===== src/rtl/s3ga_wb_master.sv =====
// Command/response to Wishbone classic single-transfer initiator.
// Optional bus timeout enabled by defining S3GA_WBM_TIMEOUT_EN.
module s3ga_wb_master #(
    parameter int TIMEOUT = 255
) (
    input  logic        wb_clk_i,
    input  logic        wb_rst_n,

    input  logic        cmd_valid,
    output logic        cmd_ready,
    input  logic        cmd_we,
    input  logic [31:0] cmd_adr,
    input  logic [31:0] cmd_dat,
    input  logic [3:0]  cmd_sel,

    output logic        rsp_valid,
    input  logic        rsp_ready,
    output logic [31:0] rsp_dat,
    output logic        rsp_err,

    output logic        wbm_cyc_o,
    output logic        wbm_stb_o,
    output logic        wbm_we_o,
    output logic [31:0] wbm_adr_o,
    output logic [31:0] wbm_dat_o,
    output logic [3:0]  wbm_sel_o,
    input  logic        wbm_ack_i,
    input  logic [31:0] wbm_dat_i
);

    typedef enum logic [1:0] {
        IDLE = 2'd0,
        BUS  = 2'd1,
        RESP = 2'd2
    } state_t;

    state_t state;

`ifdef S3GA_WBM_TIMEOUT_EN
    localparam logic [15:0] TO_LAST = 16'(TIMEOUT - 1);
    logic [15:0] to_cnt;
`else
    logic unused_timeout;
    assign unused_timeout = (TIMEOUT != 0);
    assign rsp_err        = 1'b0;
`endif

    // cmd_ready is its own flop so it stays low in reset and rises one edge later.
    always_ff @(posedge wb_clk_i or negedge wb_rst_n) begin
        if (!wb_rst_n) begin
            state     <= IDLE;
            cmd_ready <= 1'b0;
            wbm_cyc_o <= 1'b0;
            wbm_stb_o <= 1'b0;
            wbm_we_o  <= 1'b0;
            wbm_adr_o <= 32'd0;
            wbm_dat_o <= 32'd0;
            wbm_sel_o <= 4'd0;
            rsp_valid <= 1'b0;
            rsp_dat   <= 32'd0;
`ifdef S3GA_WBM_TIMEOUT_EN
            rsp_err   <= 1'b0;
            to_cnt    <= 16'd0;
`endif
        end else begin
            case (state)
                IDLE: begin
                    if (cmd_valid && cmd_ready) begin
                        wbm_we_o  <= cmd_we;
                        wbm_adr_o <= cmd_adr;
                        wbm_dat_o <= cmd_dat;
                        wbm_sel_o <= cmd_sel;
                        wbm_cyc_o <= 1'b1;
                        wbm_stb_o <= 1'b1;
                        cmd_ready <= 1'b0;
                        state     <= BUS;
`ifdef S3GA_WBM_TIMEOUT_EN
                        to_cnt    <= 16'd0;
`endif
                    end else begin
                        cmd_ready <= 1'b1;
                    end
                end

                BUS: begin
                    // An ack on the expiry edge takes priority over the timeout.
                    if (wbm_ack_i) begin
                        wbm_cyc_o <= 1'b0;
                        wbm_stb_o <= 1'b0;
                        rsp_dat   <= wbm_we_o ? 32'd0 : wbm_dat_i;
                        rsp_valid <= 1'b1;
                        state     <= RESP;
`ifdef S3GA_WBM_TIMEOUT_EN
                        rsp_err   <= 1'b0;
`endif
                    end
`ifdef S3GA_WBM_TIMEOUT_EN
                    else if (to_cnt == TO_LAST) begin
                        wbm_cyc_o <= 1'b0;
                        wbm_stb_o <= 1'b0;
                        rsp_dat   <= 32'd0;
                        rsp_err   <= 1'b1;
                        rsp_valid <= 1'b1;
                        state     <= RESP;
                    end else begin
                        to_cnt <= to_cnt + 16'd1;
                    end
`endif
                end

                RESP: begin
                    if (rsp_ready) begin
                        rsp_valid <= 1'b0;
                        cmd_ready <= 1'b1;
                        state     <= IDLE;
                    end
                end

                default: begin
                    state     <= IDLE;
                    cmd_ready <= 1'b0;
                    wbm_cyc_o <= 1'b0;
                    wbm_stb_o <= 1'b0;
                    rsp_valid <= 1'b0;
                end
            endcase
        end
    end

endmodule


===== config.mk =====
export PLATFORM = sky130hd
export DESIGN_NAME = s3ga_wb_master
export DESIGN_NICKNAME = d
export VERILOG_FILES = /design/src/rtl/s3ga_wb_master.sv
export SDC_FILE = /design/constraint.sdc
export NUM_CORES = 1
export LEC_CHECK = 0
export BUFFER_PORTS_ARGS = -buffer_cell sky130_fd_sc_hd__buf_2
export CORE_MARGIN = 2
export CORE_UTILIZATION = 25
export CTS_CLUSTER_DIAMETER = 100
export DETAILED_ROUTE_END_ITERATION = 12
export PLACE_DENSITY = 0.47
export SLEW_MARGIN = 40
export SYNTH_ARGS = -nofsm -noshare
export SYNTH_HDL_FRONTEND = slang
export SYNTH_SLANG_ARGS = --single-unit

===== constraint.sdc =====
create_clock -name wb_clk_i -period 1.9 [get_ports wb_clk_i]
set_input_delay 0.475 -clock wb_clk_i [delete_from_list [all_inputs] [get_ports wb_clk_i]]
set_output_delay 0.475 -clock wb_clk_i [all_outputs]
set_load 0.05 [all_outputs]

==> results of run 1 <==
==> metrics by stage <==
stage | area [um2] | setup slack [ps] | utilization, % | instances
floorplan | 4692 | 77.00 | - | 272
global placement | 6002 | 198.7 | 32.30 | 716
detailed placement | 6002 | 162.6 | 32.30 | 716
CTS | 6307 | 155.3 | 33.95 | 732
global route | 6307 | 78.76 | 33.95 | 732
finish | 6307 | 179.1 | 33.95 | 732
==> path summary, 6_finish.rpt <==
kind	depth (start not counted)	from	slack (ps)	endpoint
min in group wb_clk_i	2	cmd_adr[20]	350	wbm_adr_o[20]
hold / removal	2	wb_rst_n	190	wbm_dat_o[19]
setup / recovery	4	state[0]	180	wbm_adr_o[11]
hold reg to reg	1	wbm_adr_o[4]	510	wbm_adr_o[4]
max in group asynchronous	2	wb_rst_n	1270	rsp_dat[10]
setup reg to reg	4	state[0]	180	wbm_adr_o[11]
==> final cells by class <==
cell class / count / area share, %
timing repair buffer: 227 / 19.52
sequential: 106 / 42.06
tap: 234 / 4.642
multi-input combinational: 148 / 28.88
clock inverter: 5 / 0.9919
inverter: 1 / 0.05951
clock buffer: 11 / 3.848
==> layer usage <==
| layer | up-vias | share of wire, % | GRT usage (%) |
|---|---|---|---|
| met3 | 9 | 6.9 | 4.144 |
| li1 | 1373 | - | - |
| met4 | 0 | 1.2 | 3.474 |
| met1 | 1491 | 43 | 13.63 |
| met2 | 115 | 49 | 18.38 |
| met5 | - | 0 | 0 |
==> worst max-delay path, delay by kind of cell (launching register included) <==
family                 cells  cell delay [ps]
and+or+nand+nor            1              340
buffers and inverters      2              450
muxes                      1              320
DFF                        1              480
==> cell usage in the layout (no fill, tap or decap) <==
cell	instances
buf_2	209
dfrtp_1	106
mux2_4	97
nor2b_1	32
buf_4	14
clkbuf_16	9
mux2_2	4
buf_12	4
a21oi_1	2
nor2_1	2
clkinvlp_4	2
and3b_2	1
nor4bb_4	1
nand3b_1	1
nand2b_1	1
a21o_2	1
inv_1	1
o21bai_1	1
a221oi_1	1
o2bb2ai_1	1
and2b_1	1
a211o_1	1
conb_1	1
clkbuf_1	1
clkinv_4	1
clkbuf_8	1
inv_6	1
bufinv_16	1
==> flip-flops by register name (all words and copies together) (netlist names) <==
| signal | cells |
|---|---|
| wbm_we_o | 1 |
| rsp_valid | 1 |
| state | 2 |
| wbm_adr_o | 32 |
| wbm_dat_o | 32 |
| rsp_dat | 32 |
| cmd_ready | 1 |
| wbm_sel_o | 4 |
| wbm_stb_o | 1 |
==> cells by family (layout without fill, tap and decap cells) <==
group           Yosys count  in the layout  synth area share (%)
flops                   106            106                 56.53
mux                     101            101                 32.00
simple gates             39             39                 5.440
buf+inv                  18            244                 4.826
compound gates            7              7                 1.120
other cells               1              1               0.07992
==> flow_summary.json, run 1 <==
{
  "status": "finished, final reports clean",
  "max_cap_violations": 0,
  "die_width_um": 141.0,
  "synthTopCellsByCount": "106 x dfrtp_1, 97 x mux2_4, 32 x nor2b_1",
  "synth.distinct_cells": 22,
  "finalCritPeriodShare_pct": 90.57,
  "relSlewSlack_pct": 60.97,
  "hold_viol": 0,
  "setup-violations-final": 0,
  "clkLatencyLatePin_ps": 340,
  "multi_input_area_um2": 1822,
  "cts-root-buf": "clkbuf_16",
  "cp_slowest_cell": "dfrtp_1",
  "yosys_warnings": 0,
  "avgSynthCellArea_um2": 17.25,
  "fp.dieH_um": 141.0,
  "syn_to_final_growth_pct": 34.43,
  "drcViolationCount": 0,
  "synth_fp_nets": 378,
  "setup_tns_ps": 0,
  "endpoint_kind": "register",
  "grt_max_degree": 107,
  "num_antenna_cells": 0,
  "grt_pass1_wl_mm": 17.55,
  "synth_ff_type": "dfrtp_1",
  "cts_sinks": 106,
  "cp_max_fo": 21,
  "cpMostUsedCell": "buf_12",
  "critPathArrivalTime_ps": 1940,
  "maxSlewViolCount": 0,
  "viasPerCell": 4.082,
  "first_global_vias": 3306,
  "ff_latch_area_um2": 2653,
  "grt_setup_unrepaired": "no",
  "synth-edff-count": 0,
  "place_congestion": 0.7078,
  "clock.fmax_mhz": 581.1,
  "max_slew.worst_pin.slew_ps": 585.5,
  "path_cells": "nor4bb_4 -> buf_12 -> buf_12 -> mux2_4",
  "critPathMaxStageDelay_ps": 480,
  "cts_tree": "done",
  "cts-buffers-inserted": 9,
  "yosysSeqAreaShare_pct": 56.53,
  "hpwl_mm": 7.755,
  "drt_iter0_drc": 52,
  "syn_inst": 272,
  "antenna_found_initial": 0,
  "synth_seq_cells": 106,
  "grt_overflow": 0,
  "grt_use_total_pct": 11.16,
  "final_nets": 599,
  "first_pass_iters": 4,
  "cts_resized": 0,
  "fp-row-count": 50,
  "drt-total-wl_mm": 10.91,
  "synth_top_area_share_pct": 56.53,
  "ctsHtreeMaxLevel": 3,
  "fin_skew_ps": 8.809,
  "port_buffers": 210,
  "drive_above_1_share_pct": 69.48,
  "async_flop_share_pct": 100.0,
  "antenna_left": 0,
  "fillers": 1841,
  "start_kind": "register",
  "start_util_pct": 25.25,
  "fp.dieArea_um2": 19880,
  "worst_ep_required_time_ps": 2120,
  "pin_count": 212,
  "clockBufferDepth": 2,
  "vias": 2988,
  "period_needed_ps": 1721,
  "whs_ps": 195.0,
  "coreArea_um2": 18580,
  "setup.worst_path.class": "reg -> reg",
  "avgRoutedWirePerCell_um": 14.91,
  "synth.most_common_cell": "dfrtp_1",
  "path_clk_slew_ps": 80,
  "hp-class": "in -> async",
  "yosys.area.top_type": "dfrtp_1",
  "synth_area_leaders": "dfrtp_1 57%, mux2_4 31%, nor2b_1 4.3%, buf_12 3.0%, buf_6 1.2%",
  "cts_setup_buffers": 0,
  "synth_area_um2": 4692,
  "hold_buffers": 0
}
Power of run 1 is not shown: default switching activity piles up to over one toggle a cycle in this logic, so the estimate is an artifact.
==> inputs of run 2 (changes only) <==
GPL_ROUTABILITY_DRIVEN = 0   (was unset)
PLACE_DENSITY = unset   (was 0.47)
==> flow_summary.json, run 2 (synthesized netlist as in run 1, its figures left out) <==
{
  "status": "finished, final reports clean",
  "antenna_left": 0,
  "grt_pass1_wl_mm": 17.04,
  "place_area_um2": 6032,
  "port_buffers": 210,
  "first_pass_iters": 4,
  "cts_setup_buffers": 0,
  "cts-buffers-inserted": 9,
  "clock.fmax_mhz": 575.8,
  "grtUsageMet2_pct": 19.15,
  "final_core_util_pct": 34.03,
  "antenna_found_initial": 0,
  "final_common_cell": "buf_2",
  "hold_viol": 0,
  "worst_ep_required_time_ps": 1420,
  "hp-class": "in -> async",
  "pin_count": 212,
  "vias": 2978,
  "drt-total-wl_mm": 10.88,
  "critPathArrivalTime_ps": 1260,
  "crit_family": "flip-flops",
  "path_cells": "buf_2",
  "cp_slowest_cell": "dfrtp_1",
  "setup.worst_path.class": "reg -> out",
  "cts-root-buf": "clkbuf_16",
  "clockBufferDepth": 2,
  "max_slew.worst_pin.slew_ps": 580.4,
  "cts_resized": 0,
  "max_cap_violations": 0,
  "final_nets": 598,
  "fp-row-count": 50,
  "rr_worst_depth": 4,
  "relSlewSlack_pct": 61.31,
  "setup-violations-final": 0,
  "avgRoutedWirePerCell_um": 14.86,
  "hold_buffers": 0,
  "whs_ps": 168.8,
  "cp_max_fo": 12,
  "fp.dieH_um": 141.0,
  "maxSlewViolCount": 0,
  "hpwl_mm": 8.199,
  "met1_usage_pct": 12.96,
  "drcViolationCount": 0,
  "setup_tns_ps": 0,
  "finalCritPeriodShare_pct": 91.40,
  "drt_iter0_drc": 112,
  "grt_setup_unrepaired": "no",
  "path_clk_slew_ps": 80,
  "start_kind": "register",
  "critical_path_depth": 1,
  "final_cell_mix": "209 x buf_2, 106 x dfrtp_1, 97 x mux2_4",
  "grt_use_total_pct": 10.94,
  "critPathMaxStageDelay_ps": 580,
  "coreArea_um2": 18580,
  "endpoint_kind": "primary output",
  "gr-usage-met3_pct": 2.683,
  "cts_tree": "done",
  "first_global_vias": 3182,
  "grt_busiest_layer": "met2",
  "fp.dieArea_um2": 19880,
  "start_util_pct": 25.25,
  "finalInstanceArea_um2": 6322,
  "ctsHtreeMaxLevel": 3,
  "drive_above_1_share_pct": 69.62,
  "syn_to_final_growth_pct": 34.75,
  "grt_max_degree": 107,
  "fin_skew_ps": 10.63,
  "period_needed_ps": 1737,
  "largest_registers": "rsp_dat: 32 flops, wbm_adr_o: 32 flops, wbm_dat_o: 32 flops",
  "cts_sinks": 106,
  "regToRegSetupSlack_ps": 190,
  "die_width_um": 141.0,
  "viasPerCell": 4.068,
  "grt_overflow": 0,
  "critPathBufInv": 1,
  "clkLatencyLatePin_ps": 340
}
[run 2: changes by cell type in the layout (fill, tap and decap cells not counted), sizes merged]
| cell | change |
|---|---|
| clkinvlp | -1 |
| bufinv | -1 |
| clkinv | +3 |
| diode | +1 |
| inv | +1 |
| buf | -1 |
| clkbuf | -2 |
[run 2: per-layer routing]
layer,vias up,wire length [um]
met4,0,187
li1,1372,-
met3,12,466
met1,1498,4467
met5,-,0
met2,96,5760
[run 2: path summary, 6_finish.rpt]
| kind | from | to |
|---|---|---|
| setup / recovery | wbm_we_o | wbm_we_o |
| hold / removal | wb_rst_n | wbm_dat_o[14] |
| setup reg to reg | state[1] | wbm_dat_o[30] |
| hold reg to reg | rsp_dat[5] | rsp_dat[5] |
| max in group asynchronous | wb_rst_n | rsp_dat[23] |
| min in group wb_clk_i | cmd_dat[22] | wbm_dat_o[22] |
[run 2: cell type report]
type | instances | area (um2)
multi-input combinational | 148 | 1822
clock inverter | 7 | 62.56
antenna | 1 | 2.502
clock buffer | 9 | 225.2
inverter | 1 | 3.754
timing repair buffer | 226 | 1261
tap | 234 | 292.8
fill | 1821 | 12260
sequential | 106 | 2653
[run 2: metrics by stage]
step	cells	setup slack [ps]
finish	732	163.4
global route	731	74.45
CTS	731	122.5
detailed placement	715	109.4
global placement	715	180.8
floorplan	272	77.00
Power of run 2 is left out for the same reason.
